$ cat src/rtl/param_alu_processor.sv
// WIDTH-bit, 2^RADDR-register load/move/ALU/store engine: two-stage pipeline with
// E2->E1 operand forwarding. Carry/zero flags are built only when PROC_FLAGS_EN is defined.
module param_alu_processor #(
  parameter int WIDTH = 8,
  parameter int RADDR = 3
) (
  input  logic                 clock,
  input  logic                 resetN,
  input  logic                 funcValid,
  input  logic [3+2*RADDR-1:0] func,
  input  logic [WIDTH-1:0]     dataIn,
  output logic [WIDTH-1:0]     dataOut,
  output logic                 dataOutValid,
  output logic [1:0]           flags
);
  localparam int NREG = 1 << RADDR;

  typedef enum logic [2:0] {
    OP_LOAD  = 3'd0,
    OP_MOVE  = 3'd1,
    OP_ADD   = 3'd2,
    OP_SUB   = 3'd3,
    OP_AND   = 3'd4,
    OP_OR    = 3'd5,
    OP_XOR   = 3'd6,
    OP_STORE = 3'd7
  } op_e;

  logic [WIDTH-1:0] regs_q [NREG];
  logic [WIDTH-1:0] regs_d [NREG];
  op_e              opc_p1_q, opc_p1_d;
  logic [RADDR-1:0] rd_p1_q, rd_p1_d;
  logic [WIDTH-1:0] a_p1_q, a_p1_d;
  logic [WIDTH-1:0] b_p1_q, b_p1_d;
  logic             vld_p1_q, vld_p1_d;
  logic [WIDTH-1:0] dout_q, dout_d;
  logic             dvld_q, dvld_d;

  op_e              op_in;
  logic [RADDR-1:0] rd_in, rs_in;
  logic [WIDTH-1:0] res_p2;
  logic             wr_p2;

  function automatic logic [WIDTH-1:0] alu_f(input op_e op, input logic [WIDTH-1:0] a,
                                             input logic [WIDTH-1:0] b);
    case (op)
      OP_LOAD, OP_MOVE: alu_f = b;
      OP_ADD:           alu_f = a + b;
      OP_SUB:           alu_f = a - b;
      OP_AND:           alu_f = a & b;
      OP_OR:            alu_f = a | b;
      OP_XOR:           alu_f = a ^ b;
      default:          alu_f = a;
    endcase
  endfunction

  assign op_in  = op_e'(func[3+2*RADDR-1 -: 3]);
  assign rd_in  = func[2*RADDR-1 -: RADDR];
  assign rs_in  = func[RADDR-1:0];
  assign res_p2 = alu_f(opc_p1_q, a_p1_q, b_p1_q);
  assign wr_p2  = vld_p1_q && (opc_p1_q != OP_STORE);

  // ---- E1: issue and operand fetch, taking E2's result when it targets the same register
  always_comb begin
    vld_p1_d = funcValid;
    opc_p1_d = opc_p1_q;
    rd_p1_d  = rd_p1_q;
    a_p1_d   = a_p1_q;
    b_p1_d   = b_p1_q;
    if (funcValid) begin
      opc_p1_d = op_in;
      rd_p1_d  = rd_in;
      a_p1_d   = (wr_p2 && rd_p1_q == rd_in) ? res_p2 : regs_q[rd_in];
      if (op_in == OP_LOAD) b_p1_d = dataIn;
      else                  b_p1_d = (wr_p2 && rd_p1_q == rs_in) ? res_p2 : regs_q[rs_in];
    end
  end

  // ---- E2: execute and write back to the register file or the output port
  always_comb begin
    regs_d = regs_q;
    dout_d = dout_q;
    dvld_d = 1'b0;
    if (wr_p2) regs_d[rd_p1_q] = res_p2;
    if (vld_p1_q && opc_p1_q == OP_STORE) begin
      dout_d = res_p2;
      dvld_d = 1'b1;
    end
  end

  always_ff @(posedge clock) begin
    if (!resetN) begin
      for (int i = 0; i < NREG; i++) regs_q[i] <= '0;
      opc_p1_q <= OP_LOAD;
      rd_p1_q  <= '0;
      a_p1_q   <= '0;
      b_p1_q   <= '0;
      vld_p1_q <= 1'b0;
      dout_q   <= '0;
      dvld_q   <= 1'b0;
    end else begin
      regs_q   <= regs_d;
      opc_p1_q <= opc_p1_d;
      rd_p1_q  <= rd_p1_d;
      a_p1_q   <= a_p1_d;
      b_p1_q   <= b_p1_d;
      vld_p1_q <= vld_p1_d;
      dout_q   <= dout_d;
      dvld_q   <= dvld_d;
    end
  end

  assign dataOut      = dout_q;
  assign dataOutValid = dvld_q;

`ifdef PROC_FLAGS_EN
  logic [1:0] flags_q, flags_d;
  logic       carry_p2;

  // Unsigned overflow of the wrapped sum shows up as the sum falling below an addend.
  always_comb begin
    carry_p2 = (opc_p1_q == OP_ADD) ? (res_p2 < a_p1_q) : (a_p1_q < b_p1_q);
    flags_d  = flags_q;
    if (vld_p1_q) begin
      case (opc_p1_q)
        OP_ADD, OP_SUB:         flags_d = {carry_p2, res_p2 == '0};
        OP_AND, OP_OR, OP_XOR:  flags_d = {1'b0, res_p2 == '0};
        default:                flags_d = flags_q;
      endcase
    end
  end

  always_ff @(posedge clock) begin
    if (!resetN) flags_q <= 2'b00;
    else         flags_q <= flags_d;
  end

  assign flags = flags_q;
`else
  assign flags = 2'b00;
`endif

endmodule

$ cat config.mk
export PLATFORM = sky130hd
export DESIGN_NAME = param_alu_processor
export DESIGN_NICKNAME = d
export VERILOG_FILES = /design/src/rtl/param_alu_processor.sv
export SDC_FILE = /design/constraint.sdc
export NUM_CORES = 1
export LEC_CHECK = 0
export ABC_AREA = 1
export CORE_ASPECT_RATIO = 0.75
export CORE_MARGIN = 1
export CORE_UTILIZATION = 41
export DETAILED_ROUTE_END_ITERATION = 10
export GPL_ROUTABILITY_DRIVEN = 0
export HOLD_SLACK_MARGIN = 0.06
export PLACE_DENSITY_LB_ADDON = 0.25
export RECOVER_POWER = 100
export SLEW_MARGIN = 40
export SYNTH_ARGS = -nofsm -noshare
export SYNTH_HDL_FRONTEND = slang
export SYNTH_SLANG_ARGS = --single-unit
$ cat constraint.sdc
create_clock -name clock -period 2.95 [get_ports clock]
set_input_delay 0.4425 -clock clock [delete_from_list [all_inputs] [get_ports clock]]
set_output_delay 0.4425 -clock clock [all_outputs]
set_load 0.005 [all_outputs]
---- Yosys cells after proc, flatten, opt, wreduce, memory -nomap -nowiden ----
Cells that the tools add are included.
storage, ports and cells
  register bits after elaboration ......... 96
  bits in latches ......................... 0
  bits in writable memories ............... 0
  ROM bits ................................ 0
  input port bits ......................... 20
  output and inout bits ................... 11
  word-level logic and storage cells ...... 59
  memories kept ........................... 0
operators by class
  add/subtract/negate cells ............... 2
  multipliers ............................. 0
  div/mod/pow operators ................... 0
  $lt $le $gt $ge ......................... 4
  equality and inequality tests ........... 10
  shift operators ......................... 0
  muxes and demuxes ....................... 14
  bitwise gates (word level) .............. 6
  reduce and logical (&&, ||, !) cells .... 8
operators by type and width
  operator            number
  $bwmux 64           1
  $mux 8              8
  $bmux 8 s3          2
  $pmux 8 s6          1
  $demux 8 s3         1
  $eq 3x3->1 const B  4
  $ge 4x4->1 const B  3
  $not 3->4           3
  $add 8x8->8         1
  $and 8x8->8         1
  $or 8x8->8          1
  $sub 8x8->8         1
  $xor 8x8->8         1
  $eq 3x2->1 const B  2
  $eq 3x3->1          2
  $logic_not 3->1     2
  $logic_and 1x1->1   5
  $lt 4x1->1 const B  1
  $eq 3x1->1 const B  1
  $ne 3x3->1 const B  1
  $reduce_or 2->1     1
  $mux 1              1

---- Logic depth before layout (Yosys ltp) ----
Gate-level depths: netlist of run 1.
  depth after elaboration ................. 6
  gate-level depth with buffers ........... 20
  gate-level depth less buffers ........... 20

---- Worst setup path before layout of run 1 ----
No wires, ideal clock.
  path type ............................... register to register
  from .................................... reg b_p1_q[0]
  to ...................................... reg a_p1_q[6]
  setup time .............................. 137 ps
  data arrival time ....................... 2357 ps
  required time ........................... 2813 ps
  path slack .............................. 456 ps
  stages on the path, launching flop included .. 18
  path buffers ............................ 0
  period minus slack after synthesis ...... 2494 ps
  cell sequence ........................... dfxtp_1 > inv_1 > ha_1 > inv_1 > nor3_1 > or2_2 > xor2_1 > ha_1 > nand2_1 > or2_2 > nand3_1 > nand2_1 > nand3_1 > nand2_1 > nand2_2 > nand2_1 > nand2_1 > a21oi_1
between the ends
  cells in the longest elaborated chain, start to end .. 3
  elaborated cells between the ends (all ways) .. 4
  classes of those cells .................. 2 x add/sub; 2 x mux
ends and longest elaborated chain
  what                                               RTL line  text
  start: declaration                                 34        logic [WIDTH-1:0] b_p1_q, b_p1_d;
  start signal: assignment                           106       b_p1_q <= b_p1_d;
  $sub 8x8->8 / $add 8x8->8 (equally long branches)  49, 48
  $pmux 8 s6 (*)                                     46        case (op)
  $mux 8 (*)                                         73        a_p1_d = (wr_p2 && rd_p1_q == rd_in) ? res_p2 : regs_q[rd_in];
  end signal: assignment                             105       a_p1_q <= a_p1_d;
  end: declaration                                   33        logic [WIDTH-1:0] a_p1_q, a_p1_d;
Every way passes the cells marked *; elsewhere a longest branch is shown, timed or not.
A chain may end at the register's enable or synchronous reset.

---- Worst setup path after layout of run 1 ----
  from .................................... reg b_p1_q[0]
  to ...................................... reg regs_q[6] (netlist name)
between the ends
  cells in the longest elaborated chain, start to end .. 3
  elaborated cells between the ends (all ways) .. 4
  classes of those cells .................. 2 x add/sub; 2 x mux
ends and longest elaborated chain
  what                                               RTL line  text
  $sub 8x8->8 / $add 8x8->8 (equally long branches)  49, 48
  $pmux 8 s6 (*)                                     46
  $bwmux 64 (*)                                      84        if (wr_p2) regs_d[rd_p1_q] = res_p2;
  end signal: assignment                             102       regs_q <= regs_d;
  end: declaration                                   29        logic [WIDTH-1:0] regs_q [NREG];
Marks and branches as above.

==> metrics.csv, run 1 <==
stage,metric,value,unit
timing,final slew viol count,0,
clock_network,CTS Buf Count,9,
clock_network,worst skew pair latency,350,ps
place,I/O Buffers,28,
synthesis,largest area contributor in the netlist,dfxtp_1,
synthesis,largest family of logic cells by synthesized area,compound AO/OA/AOI/OAI gates,
clock_network,CTS tree,done,
layout,most frequent cells in the layout,"o21ai_0 (159), a21oi_1 (113), inv_1 (103), nand2_1 (103), dfxtp_1 (95)",
grt,initial antenna violation count,0,
synthesis,Post-Synth XOR/XNOR Area,1.35,%
synthesis,multiplexer area fraction after synthesis,0,%
synthesis,Synth Instances,866,
synthesis,Ys Warns,0,
power_and_ir_drop,Power Internal,2.28,mW
critical_path,"Data arrival, critical path",2960,ps
synthesis,Compound-Gate Fraction of Synth Area,30.8,%
floorplan,initial core utilization,42.3,%
grt,grt ovf,0,
run,total of max-cap violations,0,
timing,Tmin final,2750,ps
route,Initial DRT Pass Iterations,5,
power_and_ir_drop,peak supply drop,301,uV
clock_network,clock root buffer,clkbuf_16,
synthesis,Post-synth EDFFs,0,
route,Post-route DRC,0,
layout,final instance area,6600,um^2
grt,vias in the first global route,5259,
floorplan,Die ar.,14800,um^2
synthesis,Async SR Flop Fraction,0,%
timing,Max Freq,363,MHz
timing,setup violators final,0,
power_and_ir_drop,Logic pwr share,22.5,%
synthesis,post-synthesis simple-gate area fraction,18.0,%
layout,"commonest non-fill, non-tap cell in the layout",o21ai_0,
place,pre-CTS setup slack,111,ps
route,Post-DRT Antenna Nets,0,
synthesis,sequential share of the synthesized area,32.8,%
route,DR vias,5837,
clock_network,"Reg clk slew, reported paths",70,ps
layout,diode count,0,
timing,worst setup margin,197,ps
grt,GRT Total Usage,24.6,%
critical_path,Setup CP Type,register to register,
layout,sequential cell area,1920,um^2
critical_path,WP data required,3160,ps
power_and_ir_drop,areal power density over the cells,505,nW/um^2
power_and_ir_drop,LEAKAGE,2.95,nW
route,wire per inst,16.7,um
synthesis,synthesized area per cell,6.76,um^2
power_and_ir_drop,switching pwr,1.05,mW
run_status,status,completed,
timing,Final period util,93.3,%
critical_path,CP Max Fanout,8,
min_path,min-delay worst type,register to register,
timing,Final Hold Fails,0,
layout,Filler cells,1397,
power_and_ir_drop,sw frac,31.6,%
synthesis,Main synth FF type,dfxtp_1,
critical_path,Worst setup EP type,register,
timing,Worst-Margin Slew,939,ps
synthesis,post-synth top area share,32.8,%
timing,Max transition margin,37.4,%
layout,footprint of the multi-input gates,3260,um^2
clock_network,Clock Tree Buf Depth,2,
timing,clock skew,8.81,ps
place,HPWL Detailed,12300,um
power_and_ir_drop,Clk pwr share,36.0,%
route,WL final,17600,um
floorplan,core footprint,13800,um^2
synthesis,Mapped Area,5860,um^2
clock_network,clock sinks,96,
synthesis,Yosys reg bits,96,
route,routed vias/inst,5.52,
clock_network,number of H-tree levels,3,
floorplan,I/O Pins,31,
critical_path,crit start category,register,
grt,largest net degree at the start of global routing,53,
route,1st-iter DRT viols,640,
floorplan,Die Ht,106,um
floorplan,Die X,140,um
synthesis,most area-consuming cells after synthesis,"dfxtp_1 (33%), o21ai_0 (13%), a21oi_1 (9.7%)",
layout,"Net count, final",922,
layout,Final Core Density,47.7,%
floorplan,num rows,37,
place,DP Area,6280,um^2
synthesis,Post-Synth Adder-Cell Area,5.47,%
power_and_ir_drop,sequential share of power,41.6,%
timing,setup_tns,0,ps
grt,global-route wire length before repair,28400,um
synthesis,number of unique standard cell types used by synthesis,45,
layout,fraction of final layout cells sized beyond drive strength 1,7.71,%
layout,Layout area overhead,12.7,%
## logic make-up (layout without fill, tap and decap cells)
logic type | Yosys count | after routing
xor+xnor | 9 | 9
compound gates | 333 | 333
other cells | 1 | 2
flops | 96 | 96
simple gates | 238 | 238
buf+inv | 164 | 179
fa+ha+maj | 25 | 25
## layout make-up
type                            count  share of cell area (%)
Clock buffer                       11                    3.52
Clock inverter                      5                   0.985
Inverter                          112                    6.38
Multi-Input combinational cell    607                    49.4
Sequential cell                    96                    29.1
Tap cell                          175                    3.32
Timing Repair Buffer               51                    7.24
## per-stage QoR
step | instances | total power [mW] | hold slack [ps]
2_1_floorplan | 867 | 1.91 | 474
3_3_place_gp | 1037 | 2.12 | 500
3_5_place_dp | 1037 | 2.12 | 503
4_1_cts | 1053 | 3.31 | 514
5_1_grt | 1057 | 3.49 | 545
6_report | 1057 | 3.34 | 514
## critical path: stages, from the launching register on
cell and delay (ps):
dfxtp_1 380, inv_1 110, ha_1 210, inv_1 70, nor3_1 50, or2_2 300
xor2_1 150, ha_1 360, nand2_1 80, or2_2 310, nand3_1 80, nand2_1 50
nand3_1 60, nand2_1 110, nand2_4 110, buf_12 130, a21oi_1 60
## power by group through the flow
stage / Combinational (mW) / Clock (mW) / Sequential [mW]
3_5_place_dp: 0.707 / 0 / 1.41
2_1_floorplan: 0.508 / 0 / 1.40
3_3_place_gp: 0.704 / 0 / 1.41
5_1_grt: 0.834 / 1.26 / 1.39
6_report: 0.750 / 1.20 / 1.39
4_1_cts: 0.711 / 1.22 / 1.38
## layer usage
layer	global-route usage (%)	share of wire [%]	up-vias
met2	34.2	39	212
met5	0.351	0	-
met4	6.75	1.5	0
met1	37.5	52	2667
li1	-	-	2934
met3	5.22	7.8	24
## what timing repair did
action                                  4_1_cts  5_1_grt
buffers inserted                              0        4
hold buffers                                  0        0
endpoints found under the setup margin        0        7
resized for setup                             0        3
## state kept, by name (all words and copies together) (netlist names)
register      count
b_p1_q            8
dataOutValid      1
vld_p1_q          1
a_p1_q            8
dataOut           8
regs_q           64
rd_p1_q           3
opc_p1_q          3
## synthesized netlist by cell type (2+ instances only)
cell type	count
a211oi_1	3
a21oi_1	113
a21oi_2	3
a31oi_1	7
buf_2	14
buf_4	7
clkbuf_1	29
clkinv_1	2
dfxtp_1	96
ha_1	24
inv_1	101
inv_2	8
nand2_1	102
nand2_2	11
nand3_1	30
nand4_1	2
nor2_1	74
nor3_1	5
o211ai_1	15
o211ai_2	3
o21ai_0	157
o21ai_1	6
o221ai_1	6
o22ai_1	18
or2_2	3
xor2_1	8
## worst paths after layout
path	from	to	slack (ps)	cells after the start
setup / recovery	b_p1_q[0]	regs_q[6]	200	16
hold / removal	b_p1_q[0]	b_p1_q[0]	510	2
setup reg to reg	b_p1_q[0]	regs_q[6]	200	16
hold reg to reg	b_p1_q[0]	b_p1_q[0]	510	2
(Power assumes the default switching activity.)
==> run 2, diff against run 1 <==
Settings changed: CORE_UTILIZATION 41 to 43.
==> run 2 against run 1 <==
Compared with the run above: non-clock buffer count unchanged; clock-buffer cell count unchanged; total power decreased by 2.7%; first-iteration DRC count decreased by 5.2%; highest routed layer unchanged; sequential share of layout area increased by 0.38 points; combinational power decreased by 2%; routed wire length increased by 0.30%; die area decreased by 4.6%; largest power group unchanged; via count increased by 0.77%; largest cell class unchanged.
==> metrics.csv, run 2 (synthesis results as in run 1) <==
stage,metric,value,unit,change
run_status,status,completed,,
route,DR vias,5882,,+0.77%
place,HPWL Detailed,12100,um,-2.0%
clock_network,Clock Tree Buf Depth,2,,unchanged
run,total of max-cap violations,0,,unchanged
critical_path,Setup CP Type,register to register,,
timing,Max transition margin,21.9,%,-15 points
critical_path,CP max stage cell,dfxtp_2,,
clock_network,Hold Buf Count CTS,0,,unchanged
critical_path,crit start category,register,,
critical_path,WP data required,3170,ps,about the same
grt,grt ovf,0,,unchanged
layout,diode count,0,,unchanged
timing,Worst-Margin Slew,1170,ps,+232 ps
layout,"commonest non-fill, non-tap cell in the layout",o21ai_0,,
route,Post-route DRC,0,,unchanged
floorplan,initial core utilization,44.5,%,+2.2 points
critical_path,Worst setup EP type,register,,
timing,setup violators final,0,,unchanged
critical_path,"Data arrival, critical path",2940,ps,-20 ps
layout,fraction of final layout cells sized beyond drive strength 1,7.03,%,-0.68 points
layout,"Net count, final",922,,unchanged
power_and_ir_drop,sequential share of power,42.7,%,+1.1 points
clock_network,number of H-tree levels,3,,unchanged
critical_path,"CP delay by family, top",simple AND/OR/NAND/NOR gates,,
power_and_ir_drop,Power Internal,2.19,mW,-4.0%
timing,Max Freq,368,MHz,+1.3%
clock_network,"Reg clk slew, reported paths",70,ps,about the same
clock_network,CTS tree,done,,
layout,post-route insts no fill,1053,,-0.38%
floorplan,num rows,36,,-2.7%
power_and_ir_drop,LEAKAGE,2.91,nW,-1.3%
timing,unrepaired setup endpoints after global routing,no,,
floorplan,I/O Pins,31,,unchanged
grt,global-route wire length before repair,28200,um,-0.80%
power_and_ir_drop,Logic pwr share,22.7,%,+0.2 points
critical_path,r2r startpoint,b_p1_q[1],,
route,routed vias/inst,5.59,,+1.2%
floorplan,Die Ht,103,um,-2.3%
timing,clock skew,8.40,ps,-0.405 ps
critical_path,CP dominant cell by count,nand2_1,,
grt,initial antenna violation count,0,,unchanged
critical_path,critical path launch point,b_p1_q[1],,
route,WL final,17700,um,+0.30%
critical_path,"slowest stage delay, CP",380,ps,about the same
timing,Final Hold Fails,0,,unchanged
clock_network,clock sinks,96,,unchanged
clock_network,worst skew pair latency,350,ps,about the same
place,I/O Buffers,28,,unchanged
timing,final slew viol count,0,,unchanged
route,Initial DRT Pass Iterations,5,,unchanged
layout,Layout area overhead,11.3,%,
critical_path,CP cell instances,inv_1 > ha_1 > inv_1 > nor3_1 > or2_2 > xor2_1 > ha_1 > nand2_1 > or2_2 > nand3_1 > nand2_1 > nand3_1 > nand2_1 > nand2_1 > clkbuf_4 > a21oi_1,,
power_and_ir_drop,switching pwr,1.05,mW,about the same
clock_network,CTS Buf Count,9,,unchanged
critical_path,critical path buffer and inverter count,3,,unchanged
layout,most frequent cells in the layout,"o21ai_0 (158), a21oi_1 (113), nand2_1 (107), inv_1 (105), dfxtp_1 (94)",,
place,pre-CTS setup slack,145,ps,+34.2 ps
floorplan,Die X,137,um,-2.3%
timing,hold_ws,491,ps,-22.5 ps
grt,GRT Total Usage,26.2,%,+1.6 points
power_and_ir_drop,sw frac,32.5,%,+0.90 points
route,Post-DRT Antenna Nets,0,,unchanged
timing,Tmin final,2720,ps,-34.6 ps
power_and_ir_drop,Clk pwr share,34.6,%,-1.4 points
timing,worst setup margin,232,ps,+34.6 ps
power_and_ir_drop,areal power density over the cells,498,nW/um^2,-1.5%
layout,largest reg by FF count,regs_q,,
layout,Largest register FFs,64,,unchanged
grt,largest net degree at the start of global routing,77,,+45%
route,wire per inst,16.8,um,+0.68%
min_path,worst hold start,b_p1_q[0],,
min_path,min-delay worst type,register to register,,
floorplan,core footprint,13200,um^2,-5.0%
layout,Filler cells,1339,,-4.2%
floorplan,Die ar.,14100,um^2,-4.6%
timing,setup_tns,0,ps,unchanged
route,1st-iter DRT viols,607,,-5.2%
place,placed cells,1032,,-0.48%
power_and_ir_drop,peak supply drop,285,uV,-5.5%
clock_network,clock root buffer,clkbuf_16,,
critical_path,CP Max Fanout,6,,-2
timing,Final period util,92.1,%,-1.2 points
grt,vias in the first global route,5143,,-2.2%
run 2: changes by cell type in the layout (fill, tap and decap cells not counted), sizes merged:
cell,delta
bufinv,-1
clkinv,+1
run 2: worst paths after layout:
path	to	slack [ps]	depth (start not counted)
setup / recovery	dataOut[6]	230	16
hold / removal	b_p1_q[0]	490	2
setup reg to reg	dataOut[6]	230	16
hold reg to reg	b_p1_q[0]	490	2
run 2: layer usage:
layer	wire [um]	global-route usage (%)	part of all wire, %	vias to the layer above
li1	-	-	-	2939
met1	8700	39.9	49	2635
met2	7080	38.1	40	292
met3	1730	4.28	9.8	16
met4	176	5.92	1.0	0
met5	0	0	0	-
run 2: final cells by class:
type | count | area [um^2] | share of cell area (%)
clock buffers | 11 | 233 | 3.57
clock inverters | 5 | 42.5 | 0.652
inverters | 112 | 425 | 6.52
multi-input cells | 607 | 3200 | 49.1
flip-flops and latches | 96 | 1920 | 29.5
well taps | 171 | 214 | 3.28
repair buffers | 51 | 479 | 7.35
run 2: power by group through the flow:
| stage | logic (mW) | clock network, mW | registers [mW] |
|---|---|---|---|
| 5_1_grt | 0.822 | 1.19 | 1.39 |
| 6_report | 0.737 | 1.12 | 1.39 |
| 4_1_cts | 0.701 | 1.14 | 1.39 |
| 2_1_floorplan | 0.508 | 0 | 1.40 |
| 3_3_place_gp | 0.697 | 0 | 1.42 |
| 3_5_place_dp | 0.698 | 0 | 1.42 |
run 2: tightest hold or removal path, stage by stage, from the launching register on:
cell     delay, ps
dfxtp_2        340
nand2_1         60
a21oi_1         60
run 2: what timing repair did:
| action | 4_1_cts | 5_1_grt |
|---|---|---|
| gates resized for setup | 0 | 5 |
| endpoints found under the setup margin | 0 | 19 |
| setup buffers | 0 | 5 |
run 2: through the flow:
step	util [%]	area (um^2)	power (mW)
global placement	47.5	6250	2.11
global route	49.6	6520	3.40
detailed placement	47.5	6250	2.11
floorplan	-	5860	1.91
CTS	49.6	6530	3.22
finish	49.6	6520	3.25
==> RTL change 1, RTL diff (settings of run 1) <==
Set the parameter `RADDR` to 2 (it was 3).
--- a/src/rtl/param_alu_processor.sv
+++ b/src/rtl/param_alu_processor.sv
@@ -3,5 +3,5 @@
 module param_alu_processor #(
   parameter int WIDTH = 8,
-  parameter int RADDR = 3
+  parameter int RADDR = 2
 ) (
   input  logic                 clock,
Interface: changed (resized func); port bits go from 31 to 29. No check against the original RTL was run, so the function may have changed too.
==> RTL change 1 against run 1 <==
- clock skew down 1.6 ps
- wire length shrank 32%
- core utilization up 2.8 points
- area after synthesis shrank 32%
- design area decreased by 29%
- worst setup slack gained 79 ps
- sequential cell count down 33
- total power decreased by 25%
- maximum frequency grew 2.9%
==> RTL change 1: results (changes against run 1) <==
clocking:
  clk_pin_slew_worst_paths_ps: 60
  clkLatencyLatePin_ps: 330  # -20 ps
placement:
  portBuffers: 26  # -7.1%
  dpl.cell_count: 740  # -29%
  place_worst_setup_slack_ps: 190  # +79.7 ps
  hpwlAfterDp_um: 8610  # -30%
run_status:
  status: "finished, final reports clean"
global_route:
  grt_pass1_wl_um: 19600  # -31%
  grt_max_degree: 28  # -47%
  number_of_global_route_vias_before_repair: 3903  # -26%
final_layout:
  fillers: 952  # -32%
  post_route_cells_drive_above_1_share_pct: 7.64  # -0.066 points
  largest_reg_flops: 32  # -50%
  fin_nets: 666  # -28%
  final_util_pct: 50.5  # +2.8 points
timing:
  clock_skew_ps: 7.23  # -1.58 ps
  timing.final.hold_violations: 0  # unchanged
  relSlewSlack_pct: 22.1  # -15 points
min_path:
  hp-start: "a_p1_q[6]$_SDFFE_PN0P_"
  min_delay_worst_endpoint: "a_p1_q[6]$_SDFFE_PN0P_"
routing:
  via_per_inst: 5.50  # -0.43%
  first_pass_iters: 6  # +1
  vias: 4157  # -29%
  totalWireLength_um: 11900  # -32%
synthesis:
  syn_inst: 601  # -31%
  largest_cells_by_area_after_synthesis: "dfxtp_1, nand2_1, o21ai_0, a21oi_1, ha_1"
  synth-compound-area-share_pct: 26.4  # -4.4 points
  synth-seq-area-share_pct: 31.6  # -1.2 points
  synthTopCellsByCount: "nand2_1, o21ai_0, a21oi_1"
  synthAdderAreaFrac_pct: 8.02  # +2.5 points
  synthXorXnorAreaFrac_pct: 2.19  # +0.85 points
  synth_cell_type_count: 34  # -24%
pwr:
  static-leakage-power_nw: 2.01  # -32%
  pwr.group.clock_mw: 1.05  # -12%
  power.switching_fraction_pct: 30.2  # -1.4 points
  intPower_mw: 1.74  # -24%
  vdd_ir_drop_max_v: 0.000336  # +12%
worst_setup_path:
  regToRegEndpoint: "b_p1_q[6]$_SDFFE_PN0P_"
  rr_worst_depth: 18  # +2
  timing.critical_path.arrival_ps: 2890  # -70 ps
  crit_fanout: 7  # -1
==> RTL change 1: changes by cell type after synthesis, sizes merged, moves of 11 or more <==
cell,run 1,this run
o211ai,18,7
a21oi,116,89
dfxtp,96,63
nor2,77,42
o22ai,18,3
inv,110,66
buf,22,8
o21ai,163,94
==> RTL change 1: metal layers <==
| layer | vias up | share of wire (%) | GRT usage (%) |
|---|---|---|---|
| li1 | 2046 | - | - |
| met1 | 1951 | 48 | 34.7 |
| met2 | 144 | 44 | 39.4 |
| met3 | 16 | 6.9 | 6.40 |
| met4 | 0 | 1.0 | 6.53 |
| met5 | - | 0 | 0 |
==> RTL change 1: cells by family after synthesis <==
group                      after synthesis
and+or+nand+nor                        206
buffers and inverters                   95
AOI/OAI and AO/OA                      201
DFF                                     63
adders and majority gates               25
xor gates and xnor gates                10
other                                    1
==> RTL change 1: worst max-delay path, stage by stage (launching register included) <==
cell and delay, ps:
dfxtp_1 390, inv_1 110, ha_1 200, inv_1 70, nor3_1 50, or2_2 300, xor2_1 150, ha_1 350
nand2_1 70, inv_1 70, nand4_1 100, nand3_1 100, nand2_1 50, nand3_1 80, nand2_1 70, nand2_2 150
nand2_1 70, a21oi_1 130, nor2_1 60
==> RTL change 1: layout make-up <==
| type | count | area share [%] |
|---|---|---|
| sequential | 63 | 27.0 |
| inverter | 66 | 5.29 |
| multi-input combinational | 444 | 50.6 |
| timing repair buffer | 39 | 7.51 |
| clock inverter | 4 | 0.962 |
| clock buffer | 12 | 5.26 |
| tap | 128 | 3.42 |
==> RTL change 1: timing repair <==
action	in CTS	in global routing
buffers inserted	0	0
gates resized for setup	0	6
endpoints found under the setup margin	0	17
==> RTL change 2, RTL diff (settings of run 1) <==
Without the edit above. Put one more register stage on the output `dataOutValid`, cleared by the reset. The value now appears one clock later. The other outputs are not delayed to match.
--- a/src/rtl/param_alu_processor.sv
+++ b/src/rtl/param_alu_processor.sv
@@ -112,5 +112,11 @@
 
   assign dataOut      = dout_q;
-  assign dataOutValid = dvld_q;
+  always_ff @(posedge clock) begin
+    if (!resetN) begin
+      dataOutValid <= '0;
+    end else begin
+      dataOutValid <= dvld_q;
+    end
+  end
 
 `ifdef PROC_FLAGS_EN
Formal check against the unedited RTL: not equivalent (a bounded check fails within 4 cycles, from zero or initial values and one cycle with resetN low).
==> RTL change 2 against run 1 <==
- the flow now finishes with violations (design-rule violations)
- critical path depth rose by 4
- worst setup slack improved by 54 ps
- wire length grew 3.2%
- area after synthesis fell by 1.1%
- design area decreased by 1.9%
- die area decreased by 1.1%
- final cell count down 3.5%
- total power fell by 3.5%
- hold slack got worse by 71 ps
- sequential cell count is 1 higher
- sequential share of layout area increased by 0.85 points
- critical endpoint is now a_p1_q[7]$_SDFFE_PN0P_
- largest power group unchanged
==> RTL change 2: results (changes against run 1) <==
timing:
  fin_hold_ws_ps: 443  # -71.1 ps
  timing_worst_slew_pin_value_ps: 1440  # +499 ps
  clock_skew_ps: 10.3  # +1.48 ps
worst_setup_path:
  crit_fanout: 10  # +2
  worst_setup_slack_for_register_to_register_paths_ps: 250  # +50 ps
  timing.critical_path.arrival_ps: 2920  # -40 ps
  regToRegEndpoint: "a_p1_q[7]$_SDFFE_PN0P_"
  rr_startpoint: "b_p1_q[1]$_SDFFE_PN0P_"
global_route:
  globalRouteTotalUtil_pct: 25.5  # +0.92 points
  grt_max_degree: 60  # +13%
  grt_pass1_wl_um: 29100  # +2.6%
final_layout:
  fin_nets: 885  # -4.0%
  antenna_cells_inserted: 0  # unchanged
  fillers: 1375  # -1.6%
routing:
  wl_per_cell_um: 17.8  # +6.9%
  vias: 5891  # +0.93%
  drtIter0Drc: 707  # +10%
  first_pass_iters: 11  # +6
  drcViolationCount: 3  # +3
synthesis:
  synthTopCellsByCount: "o21ai_0, a21oi_1, nand2_1"
  largest_cells_by_area_after_synthesis: "dfxtp_1, o21ai_0, a21oi_1, nand2_1, ha_1"
  synth-seq-area-share_pct: 33.5  # +0.72 points
pwr:
  vdd_ir_drop_max_v: 0.000337  # +12%
  intPower_mw: 2.19  # -4.1%
placement:
  hpwlAfterDp_um: 12400  # +0.91%
  place_worst_setup_slack_ps: 293  # +183 ps
  detailed_place.area_mm2: 0.00621  # -1.1%
min_path:
  min_delay_worst_endpoint: "dataOutValid$_SDFF_PN0_"
  hp-start: "dvld_q$_SDFF_PN0_"
clocking:
  clock_path_buffers: 2  # unchanged
run_status:
  failing_checks: "design-rule violations"
  status: "finished with violations"
==> RTL change 2: worst max-delay path, stage by stage (launching register included) <==
cell and delay (ps):
dfxtp_1 340, inv_1 130, ha_1 160, inv_1 40, nor3_1 250, inv_1 80
nand2_1 80, xor2_1 150, ha_1 300, nand2_1 90, nand2_1 80, nand2_1 80
nand2_1 50, a21oi_1 120, nand3_1 80, nand3_1 70, nand2_1 80, nand2_2 200
nand2_1 70, nand2_1 60, a21oi_1 50
==> RTL change 2: power by group through the flow <==
stage	clock network, mW	logic [mW]	registers, mW
5_1_grt	1.17	0.788	1.41
3_3_place_gp	0	0.682	1.43
6_report	1.11	0.703	1.41
2_1_floorplan	0	0.511	1.41
4_1_cts	1.12	0.688	1.40
3_5_place_dp	0	0.683	1.43
==> RTL change 2: kinds of logic (layout without fill, tap and decap cells) <==
kind of cell | after synthesis | count (layout) | share of synthesized area (%)
xor+xnor | 8 | 8 | 1.21
buf+inv | 128 | 143 | 9.61
simple gates | 233 | 233 | 18.8
other cells | 1 | 2 | 0.0647
flops | 97 | 97 | 33.5
compound gates | 337 | 337 | 31.3
fa+ha+maj | 25 | 25 | 5.53
==> RTL change 2: worst max path at each step <==
stage | cells past startpoint | end | startpoint | slack, ps
2_1_floorplan | 17 | a_p1_q[5]$_SDFFE_PN0P_ | b_p1_q[0]$_SDFFE_PN0P_ | 680
6_report | 20 | a_p1_q[7]$_SDFFE_PN0P_ | b_p1_q[1]$_SDFFE_PN0P_ | 250
5_1_grt | 18 | a_p1_q[7]$_SDFFE_PN0P_ | b_p1_q[1]$_SDFFE_PN0P_ | -30
3_5_place_dp | 16 | a_p1_q[5]$_SDFFE_PN0P_ | b_p1_q[0]$_SDFFE_PN0P_ | 290
3_3_place_gp | 16 | a_p1_q[5]$_SDFFE_PN0P_ | b_p1_q[0]$_SDFFE_PN0P_ | 350
4_1_cts | 16 | a_p1_q[5]$_SDFFE_PN0P_ | b_p1_q[0]$_SDFFE_PN0P_ | 270
==> RTL change 2: timing repair <==
action | CTS | global route
setup endpoints to repair | 0 | 2
resized for setup | 0 | 2
hold endpoints to repair | 0 | 0
==> RTL change 2: metrics by stage <==
stage / instances / util (%)
final: 1020 / 47.1
after global routing: 1020 / 47.1
after CTS: 1020 / 47.2
after detailed placement: 1004 / 45.2
after global placement: 1004 / 45.2
after floorplan: 830 / -
==> RTL change 2: cell type report <==
class	count	area share, %
multi-input cells	605	50.9
flip-flops and latches	97	30.0
repair buffers	52	7.16
inverters	75	4.38
clock buffers	12	3.80
well taps	175	3.38
clock inverters	4	0.444
==> RTL change 2: metal layers <==
| layer | GRT usage [%] | share of wire, % |
|---|---|---|
| met5 | 0 | 0 |
| met4 | 5.48 | 1.1 |
| met3 | 4.63 | 9.7 |
| met2 | 34.4 | 39 |
| met1 | 40.8 | 50 |
